[src/rtl/mux_arb_nx.sv]
`default_nettype none
// ============================================================================
//  Module   : mux_arb_nx
//  Purpose  : CH-to-1 valid/ready merge with fixed-priority or round-robin
//             arbitration and a one-entry output register with back-pressure.
//  Revision : 1.0  initial release
// ============================================================================
module mux_arb_nx #(
  parameter  int WIDTH = 32,
  parameter  int CH    = 4,
  localparam int SELW  = (CH > 1) ? $clog2(CH) : 1
) (
  input  logic                clk,
  input  logic                clrn,
  input  logic                mode,
  input  logic [CH-1:0]       in_valid,
  input  logic [CH*WIDTH-1:0] in_data,
  output logic [CH-1:0]       in_ready,
  output logic                out_valid,
  output logic [WIDTH-1:0]    out_data,
  output logic [SELW-1:0]     out_sel,
  input  logic                out_ready
);

  logic [SELW-1:0]  ptr;
  logic [SELW-1:0]  start;
  logic [SELW-1:0]  next_ptr;
  logic [CH-1:0]    grant;
  logic [SELW-1:0]  grant_sel;
  logic [WIDTH-1:0] grant_data;
  logic             grant_any;
  logic             load;

  // The register can take a word when empty or being drained this cycle.
  assign load     = clrn & (~out_valid | out_ready);
  // Fixed priority is simply a round-robin search anchored at channel 0.
  assign start    = mode ? ptr : '0;
  assign in_ready = {CH{load}} & grant;
  // Pointer wraps at the last real channel, not at the index field width.
  assign next_ptr = (grant_sel == SELW'(CH - 1)) ? '0 : grant_sel + SELW'(1);

  // Circular priority search: channels start..CH-1 first, then 0..start-1.
  always_comb begin
    grant      = '0;
    grant_sel  = '0;
    grant_data = '0;
    grant_any  = 1'b0;
    for (int i = 0; i < CH; i++) begin
      if (!grant_any && in_valid[i] && (i >= int'(start))) begin
        grant_any  = 1'b1;
        grant[i]   = 1'b1;
        grant_sel  = SELW'(i);
        grant_data = in_data[i*WIDTH +: WIDTH];
      end
    end
    for (int i = 0; i < CH; i++) begin
      if (!grant_any && in_valid[i]) begin
        grant_any  = 1'b1;
        grant[i]   = 1'b1;
        grant_sel  = SELW'(i);
        grant_data = in_data[i*WIDTH +: WIDTH];
      end
    end
  end

  // Output register and round-robin pointer; a stalled word holds stable.
  always_ff @(posedge clk) begin
    if (!clrn) begin
      out_valid <= 1'b0;
      out_data  <= '0;
      out_sel   <= '0;
      ptr       <= '0;
    end else if (load) begin
      if (grant_any) begin
        out_valid <= 1'b1;
        out_data  <= grant_data;
        out_sel   <= grant_sel;
        if (mode) begin
          ptr <= next_ptr;
        end
      end else begin
        out_valid <= 1'b0;
      end
    end
  end

endmodule
`default_nettype wire

[config.mk]
export PLATFORM = sky130hd
export DESIGN_NAME = mux_arb_nx
export DESIGN_NICKNAME = d
export VERILOG_FILES = /design/src/rtl/mux_arb_nx.sv
export SDC_FILE = /design/constraint.sdc
export NUM_CORES = 1
export LEC_CHECK = 0
export ABC_CLOCK_PERIOD_IN_PS = 2900
export BUFFER_PORTS_ARGS = -buffer_cell sky130_fd_sc_hd__buf_4
export CORE_MARGIN = 2
export CORE_UTILIZATION = 33
export DETAILED_ROUTE_END_ITERATION = 6
export SETUP_SLACK_MARGIN = 0.4
export SLEW_MARGIN = 30
export SYNTH_ARGS = -nofsm -noshare
export SYNTH_HDL_FRONTEND = slang
export SYNTH_SLANG_ARGS = --single-unit
[constraint.sdc]
create_clock -name clk -period 2.9 [get_ports clk]
set_clock_uncertainty 0.05 [all_clocks]
set_input_delay 0.58 -clock clk [delete_from_list [all_inputs] [get_ports clk]]
set_output_delay 0.58 -clock clk [all_outputs]
set_load 0.03 [all_outputs]
==> results of run 1 <==
## registers in the layout, indices dropped and copies added (netlist names)
name and cells:
out_sel 2, ptr 2, out_valid 1, out_data 32
## kinds of logic after synthesis
family / synth area share (%)
compound gates: 49.5
simple gates: 16.7
buf+inv: 7.91
flops: 25.9
## worst min path at each step
stage	cells past startpoint	slack [ns]	to	start
2_1_floorplan	2	0.53	out_sel[0]	out_sel[0]
3_3_place_gp	2	0.40	out_sel[0]	out_sel[0]
3_5_place_dp	2	0.40	out_sel[0]	out_sel[0]
4_1_cts	2	0.42	out_sel[0]	out_sel[0]
5_1_grt	2	0.44	out_data[19]	in_data[19]
6_report	2	0.42	out_sel[0]	out_sel[0]
## metrics by stage
step	total power [mW]	setup slack [ns]	hold WS, ns
3_3_place_gp	1.35	0.369	0.399
6_report	1.85	0.502	0.418
5_1_grt	1.94	0.424	0.444
4_1_cts	1.86	0.450	0.418
3_5_place_dp	1.36	0.375	0.404
2_1_floorplan	1.02	0.405	0.532
## layout make-up
type / instances / area [um^2]
clock buffer: 6 / 82.6
clock inverter: 2 / 37.5
fill: 819 / 3960
inverter: 5 / 18.8
multi-input combinational: 270 / 1910
sequential: 37 / 743
tap: 105 / 131
timing repair buffer: 189 / 1420
## worst max-delay path, delay by kind of cell
kind | cells | cell delay, ns
AO/OA/AOI/OAI | 1 | 0.20
buffers and inverters | 2 | 0.32
AND/OR/NAND/NOR | 3 | 0.66
## where the power goes
group | switching, mW | internal (mW) | total [mW]
clock | 0.222 | 0.280 | 0.502
sequential | 0.0417 | 0.573 | 0.615
combinational | 0.391 | 0.339 | 0.730
## cells in the mapped netlist (2+ instances only)
| library cell | count | area share (%) |
|---|---|---|
| o21a_1 | 4 | 1.0 |
| a221o_2 | 5 | 2.0 |
| o21ai_0 | 3 | 0.52 |
| a22o_1 | 14 | 4.3 |
| buf_4 | 3 | 0.79 |
| nor3_1 | 4 | 0.70 |
| buf_2 | 19 | 3.3 |
| and3_1 | 16 | 3.5 |
| nor4_1 | 2 | 0.44 |
| a221o_1 | 23 | 8.0 |
| o31ai_1 | 3 | 0.79 |
| buf_6 | 2 | 0.79 |
| a221oi_1 | 2 | 0.61 |
| nor2_1 | 6 | 0.79 |
| and2_1 | 4 | 0.87 |
| a211o_1 | 16 | 4.9 |
| o22a_1 | 2 | 0.61 |
| nand2_1 | 9 | 1.2 |
| a22oi_1 | 16 | 4.2 |
| nor2_2 | 3 | 0.66 |
| nand3_1 | 33 | 5.8 |
| a32oi_1 | 16 | 4.9 |
| clkbuf_1 | 17 | 2.2 |
| a31oi_1 | 17 | 3.7 |
| a311oi_1 | 2 | 0.61 |
| inv_1 | 5 | 0.66 |
| dfxtp_1 | 37 | 26 |
| nand2b_1 | 2 | 0.44 |
| a21oi_1 | 46 | 8.0 |
| a21o_1 | 2 | 0.52 |
## per-layer routing
layer / GRT usage (%) / vias to the layer above / wire, um
met5: 0 / - / 0
met1: 31.0 / 1703 / 5100
li1: - / 1760 / -
met4: 7.37 / 0 / 187
met2: 42.9 / 198 / 5760
met3: 8.06 / 16 / 1260
==> metrics.yaml, run 1 <==
logic_synthesis:
  synth.avg_cell_area_um2: 8.08
  synthCells: 354
  yosys_warnings: 0
  synth-edff-count: 0
  yosysSeqAreaShare_pct: 25.9
  synth-seq-cells: 37
  synth.distinct_cells: 51
  synth_area_um2: 2860
  yosys_most_used_dff: "dfxtp_1"
  ys_async_sr_fraction_pct: 0
  syn-num-nets: 490
global_routing:
  grt-ovfl-total: 0
  grtUsageTotal_pct: 25.4
  grt_max_degree: 35
  antenna_found_initial: 0
  first_global_vias: 3736
  grt_pass1_wl_mm: 19.6
route:
  detail_route.vias_per_cell: 5.99
  vias: 3677
  first_pass_iters: 4
  avgRoutedWirePerCell_um: 20.0
  drt_wl_total_mm: 12.3
  drc: 0
  ant_nets: 0
  drt_iter0_drc: 223
worst_setup_path:
  crit_path_end: "in_ready[2]"
  cp_cell_sequence: "buf_4 -> and3_2 -> and3_2 -> o21a_1 -> and2_1 -> buf_4"
  cp_slowest_stage_delay_ns: 0.27
  reg2reg_depth: 5
  timing.rr.start: "ptr[1]"
  critPathArrivalTime_ns: 1.77
  end_kind: "primary output"
  worstPathMaxFanout: 13
  path_class: "primary input to primary output"
  r2r_setup_slack_ns: 0.80
  r2r_end: "out_data[31]"
  cp-start-kind: "primary input"
  startpoint: "mode"
  required_ns: 2.27
  slowest_stage: "and3_2"
job:
  max_cap_viol_count: 0
floorplan:
  io_pins: 175
  coreArea_um2: 8300
  start_util_pct: 34.5
  dieHeight_um: 97.1
  row_count: 33
  die_area_um2: 9430
  fp.dieW_um: 97.1
placed_design:
  placed_area_um2: 4220
  place.gp.congestion: 0.857
  dp_hpwl_mm: 8.87
  dp_cells: 606
  portBuffers: 174
sta:
  finalCriticalPeriod_ns: 2.40
  worstMarginPinSlew_ns: 0.828
  grt_setup_unrepaired: "no"
  fin_crit_sh_pct: 82.7
  maxSlewViolCount: 0
  maxSlewHeadroom_pct: 44.7
  hold_violations: 0
  fmaxAchievable_ghz: 0.417
  tns_ns: 0
  setup_violations: 0
final_layout:
  utilization_pct: 52.3
  final_area_um2: 4340
  drive_above_1_share_pct: 43.8
  fin_nets: 644
  stdcell_count: 614
  diodes: 0
  areaGrowthSynthToFinish_pct: 51.8
  final_common_cell: "buf_4"
  mostFrequentLayoutCells: "189 x buf_4, 46 x a21oi_1, 35 x dfxtp_1, 33 x nand3_1, 23 x a221o_1"
clock_tree:
  cts_root_buf: "clkbuf_8"
  cts_tree: "done"
  holdBufCountCts: 0
  cts.sinks: 37
  clk_latency_ns: 0.30
  numCtsBuffers: 5
  cts_resized: 2
  h-tree-depth: 2
  clk_pin_slew_worst_paths_ns: 0.09
  postCtsSetupBuffers: 0
  clockBufferDepth: 2
power:
  peakVddDrop_uv: 226
  leakage_nw: 2.00
  p_per_area_nw_per_um2: 425
min_path:
  hp-class: "register to register"
status:
  outcome: "finished clean"
Power figures use the tool's default switching activity.
==> run 2, diff against run 1 <==
ABC_CLOCK_PERIOD_IN_PS = 2300   (was 2900)
clock period = 2.3 ns   (was 2.9 ns; I/O delays follow)
==> metrics.yaml, run 2 (synthesis gave the netlist of run 1 again) <==
status:
  outcome: "finished clean"
floorplan:
  start_util_pct: 34.5
  die_area_um2: 9430
  io_pins: 175
  dieHeight_um: 97.1
  row_count: 33
  coreArea_um2: 8300
  fp.dieW_um: 97.1
worst_setup_path:
  cp-start-kind: "primary input"
  path_class: "primary input to primary output"
  worstPathMaxFanout: 12
  end_kind: "primary output"
  required_ns: 1.79
  reg2reg_depth: 7
  timing.rr.start: "ptr[1]"
  startpoint: "in_valid[0]"
  r2r_end: "out_data[3]"
  r2r_setup_slack_ns: 0.35
  critPathArrivalTime_ns: 1.54
  crit_path_end: "in_ready[2]"
sta:
  fin_ws_ns: 0.249
  grt_setup_unrepaired: "yes"
  finalCriticalPeriod_ns: 2.05
  tns_ns: 0
  setup_violations: 0
  fmaxAchievable_ghz: 0.488
  hold_violations: 0
  worstMarginPinSlew_ns: 0.378
  maxSlewHeadroom_pct: 74.1
  fin_crit_sh_pct: 89.2
  maxSlewViolCount: 0
route:
  ant_nets: 0
  avgRoutedWirePerCell_um: 19.1
  drt_iter0_drc: 178
  detail_route.vias_per_cell: 6.01
  first_pass_iters: 6
  vias: 3872
  drt_wl_total_mm: 12.3
  drc: 0
placed_design:
  portBuffers: 174
  dp_hpwl_mm: 8.82
  dp_slack_ns: 0.136
  place.gp.congestion: 0.853
global_routing:
  grt_pass1_wl_mm: 19.7
  first_global_vias: 3913
  antenna_found_initial: 0
  grt_max_degree: 49
  grtUsageTotal_pct: 25.1
  grt-ovfl-total: 0
clock_tree:
  h-tree-depth: 2
  cts_root_buf: "clkbuf_8"
  clk_pin_slew_worst_paths_ns: 0.08
  cts_tree: "done"
  cts.sinks: 37
  holdBufCountCts: 0
  clk_latency_ns: 0.29
  numCtsBuffers: 5
  clockBufferDepth: 2
final_layout:
  largest_reg_flops: 32
  regArea_um2: 748
  multiInputGateArea_um2: 2030
  fin_nets: 674
  top_register: "out_data"
  diodes: 0
  mostFrequentLayoutCells: "206 x buf_4, 44 x a21oi_1, 35 x dfxtp_1, 32 x nand3_1, 23 x a221o_1"
  areaGrowthSynthToFinish_pct: 67.5
  final_common_cell: "buf_4"
  top_regs: "out_data: 32 flops, out_sel: 2 flops, ptr: 2 flops"
  drive_above_1_share_pct: 49.4
  fillerInstances: 751
power:
  p_per_area_nw_per_um2: 518
  leakage_nw: 2.21
  clkPwrFrac_pct: 27.9
  p_seq_share_pct: 31.1
  peakVddDrop_uv: 348
  p_comb_share_pct: 41.0
  p_int_mw: 1.65
  swShare_pct: 33.7
  switchingPower_mw: 0.837
min_path:
  hp-class: "primary input to register"
  worstHoldStart: "in_data[2]"
job:
  max_cap_viol_count: 0
==> run 2: area by class of cell <==
class,count,share of cell area [%]
clock buffers,5,1.44
clock inverters,3,1.36
repair buffers,219,36.1
flip-flops and latches,37,15.6
inverters,5,0.392
multi-input cells,270,42.3
well taps,105,2.74
==> run 2: timing repair <==
item	in CTS	in global routing
setup buffers	15	1
setup endpoints to repair	21	26
gates resized for setup	23	11
pin swaps	13	4
==> run 2: power by group through the flow <==
stage	Combinational (mW)	Sequential, mW	Clock, mW
after global routing	1.09	0.781	0.743
after global placement	0.946	0.787	0
after floorplan	0.372	0.929	0
after detailed placement	0.949	0.787	0
final	1.02	0.771	0.694
after CTS	0.998	0.770	0.711
==> run 2: worst min path at each step <==
stage / endpoint / slack [ns] / cells after the start
after global routing: out_data[25] / 0.32 / 2
after global placement: out_sel[0] / 0.40 / 2
final: out_data[2] / 0.33 / 2
after CTS: out_data[7] / 0.33 / 2
after detailed placement: out_sel[0] / 0.41 / 2
after floorplan: out_data[1] / 0.52 / 2
==> run 2: routing by layer <==
metal	up-vias	track usage, %	routed length (um)
li1	1823	-	-
met1	1790	31.1	5050
met2	239	42.3	5760
met3	20	6.83	1250
met4	0	7.69	272
met5	-	0	0
==> run 2: per-stage QoR <==
stage          instance area [um^2]  std cells  power (mW)  hold slack, ns  util, %
2_1_floorplan                  2980        354        1.30           0.523        -
3_3_place_gp                   4400        620        1.73           0.403     53.0
3_5_place_dp                   4400        620        1.74           0.413     53.0
4_1_cts                        4730        643        2.48           0.328     57.0
5_1_grt                        4790        644        2.61           0.322     57.7
6_report                       4790        644        2.48           0.333     57.7
==> run 2: critical path: stages <==
cell and delay [ns]:
buf_4 0.17, or3_1 0.39, o221ai_2 0.08, o21a_1 0.17, and2_4 0.15, buf_6 0.12
==> run 3, diff against run 2 <==
BUFFER_PORTS_ARGS = default   (was -buffer_cell sky130_fd_sc_hd__buf_4)
DONT_BUFFER_PORTS = 1   (was default)
==> metrics.yaml, run 3 (synthesis gave the netlist of run 1 again) <==
status:
  outcome: "finished clean"
worst_setup_path:
  slowest_stage: "dfxtp_4"
  cp_slowest_stage_delay_ns: 0.38
  worstPathMaxFanout: 8
  end_kind: "primary output"
  crit_buf_inv: 1
  critPathArrivalTime_ns: 1.51
  required_ns: 1.79
  path_delay_family: "simple AND/OR/NAND/NOR gates"
  cp_cell_sequence: "and3b_2 -> o211a_1 -> nor2_4 -> nor2_4 -> buf_12"
  path_common_cell: "nor2_4"
  path_class: "register to primary output"
  reg2reg_depth: 8
  cp-start-kind: "register"
  cp.depth: 5
sta:
  fin_ws_ns: 0.279
  grt_setup_unrepaired: "yes"
  fin_crit_sh_pct: 87.9
  tns_ns: 0
  hold_violations: 0
  maxSlewHeadroom_pct: 70.3
  maxSlewViolCount: 0
  fmaxAchievable_ghz: 0.495
  worstMarginPinSlew_ns: 0.444
  setup_violations: 0
  finalCriticalPeriod_ns: 2.02
route:
  drt_wl_total_mm: 11.0
  drc: 0
  vias: 3137
  avgRoutedWirePerCell_um: 23.9
  drt_iter0_drc: 143
  ant_nets: 0
  detail_route.vias_per_cell: 6.82
  first_pass_iters: 5
clock_tree:
  cts.sinks: 37
  cts_tree: "done"
  clockBufferDepth: 2
  numCtsBuffers: 5
  clk_latency_ns: 0.29
  h-tree-depth: 2
  clk_pin_slew_worst_paths_ns: 0.08
  cts_root_buf: "clkbuf_8"
job:
  max_cap_viol_count: 0
min_path:
  hp-class: "primary input to register"
  hold_depth: 1
power:
  power.total_mw: 1.88
  leakage_nw: 1.30
  peakVddDrop_uv: 262
  p_per_area_nw_per_um2: 564
floorplan:
  dieHeight_um: 97.1
  row_count: 33
  die_area_um2: 9430
  coreArea_um2: 8300
  start_util_pct: 34.5
  fp.dieW_um: 97.1
  io_pins: 175
global_routing:
  grt-ovfl-total: 0
  antenna_found_initial: 0
  grt_max_degree: 57
  grtUsageTotal_pct: 21.7
  first_global_vias: 3184
  grt_pass1_wl_mm: 16.6
final_layout:
  areaGrowthSynthToFinish_pct: 16.6
  diodes: 0
  largest_reg_flops: 32
  final_common_cell: "a21oi_1"
  fin_nets: 490
  top_register: "out_data"
  mostFrequentLayoutCells: "45 x a21oi_1, 35 x dfxtp_1, 33 x nand3_1, 30 x buf_4, 23 x a221o_1"
  final_area_um2: 3340
  fillerInstances: 812
  drive_above_1_share_pct: 22.3
  top_regs: "out_data: 32 flops, out_sel: 2 flops, ptr: 2 flops"
placed_design:
  dp_hpwl_mm: 7.38
  dp_slack_ns: 0.0735
  placed_area_um2: 2990
  portBuffers: 0
  place.gp.congestion: 0.838
-- run 3: what timing repair did --
item | in CTS | in global routing
pin swaps | 7 | 10
resized for setup | 12 | 9
setup endpoints to repair | 37 | 20
hold buffers | 0 | 0
buffers inserted | 9 | 6
gates cloned | 1 | 1
-- run 3: final timing paths --
kind	startpoint	endpoint	slack (ns)
min	in_data[12]	out_data[12]	0.23
max	ptr[1]	in_ready[1]	0.28
min reg2reg	ptr[0]	ptr[0]	0.48
max reg2reg	ptr[1]	out_data[3]	0.30
-- run 3: report_power, final --
part           internal [mW]  switching, mW  total, mW
Clock                  0.211          0.255      0.466
Combinational          0.245          0.236      0.482
Sequential             0.721          0.214      0.935
-- run 3: worst register-to-register path, cell delays in order (launching register included) --
cell and delay (ns):
dfxtp_4 0.38, buf_6 0.13, a2bb2oi_4 0.13, o221ai_4 0.14, buf_4 0.17, buf_12 0.13, and3_1 0.17, a221o_2 0.30
a221o_1 0.29
-- run 3: layout make-up --
type                            instances  area (um^2)  share of cell area [%]
Sequential cell                        37          748                    22.4
Multi-Input combinational cell        270         2020                    60.6
Clock buffer                            6         72.6                    2.17
Clock inverter                          2         10.0                   0.300
Inverter                                5         18.8                   0.562
Timing Repair Buffer                   35          334                    10.0
Tap cell                              105          131                    3.94
-- run 3: metal layers --
metal	global-route usage, %	routed length [um]
met5	0	0
met4	6.83	182
met3	7.91	1160
met2	38.8	5470
met1	24.0	4180
-- run 3: stage by stage --
stage          utilization, %  instances  hold WS [ns]
2_1_floorplan               -        354         0.523
6_report                 40.2        460         0.232
3_5_place_dp             36.0        435         0.472
5_1_grt                  40.2        460         0.212
3_3_place_gp             36.0        435         0.460
4_1_cts                  38.8        453         0.221
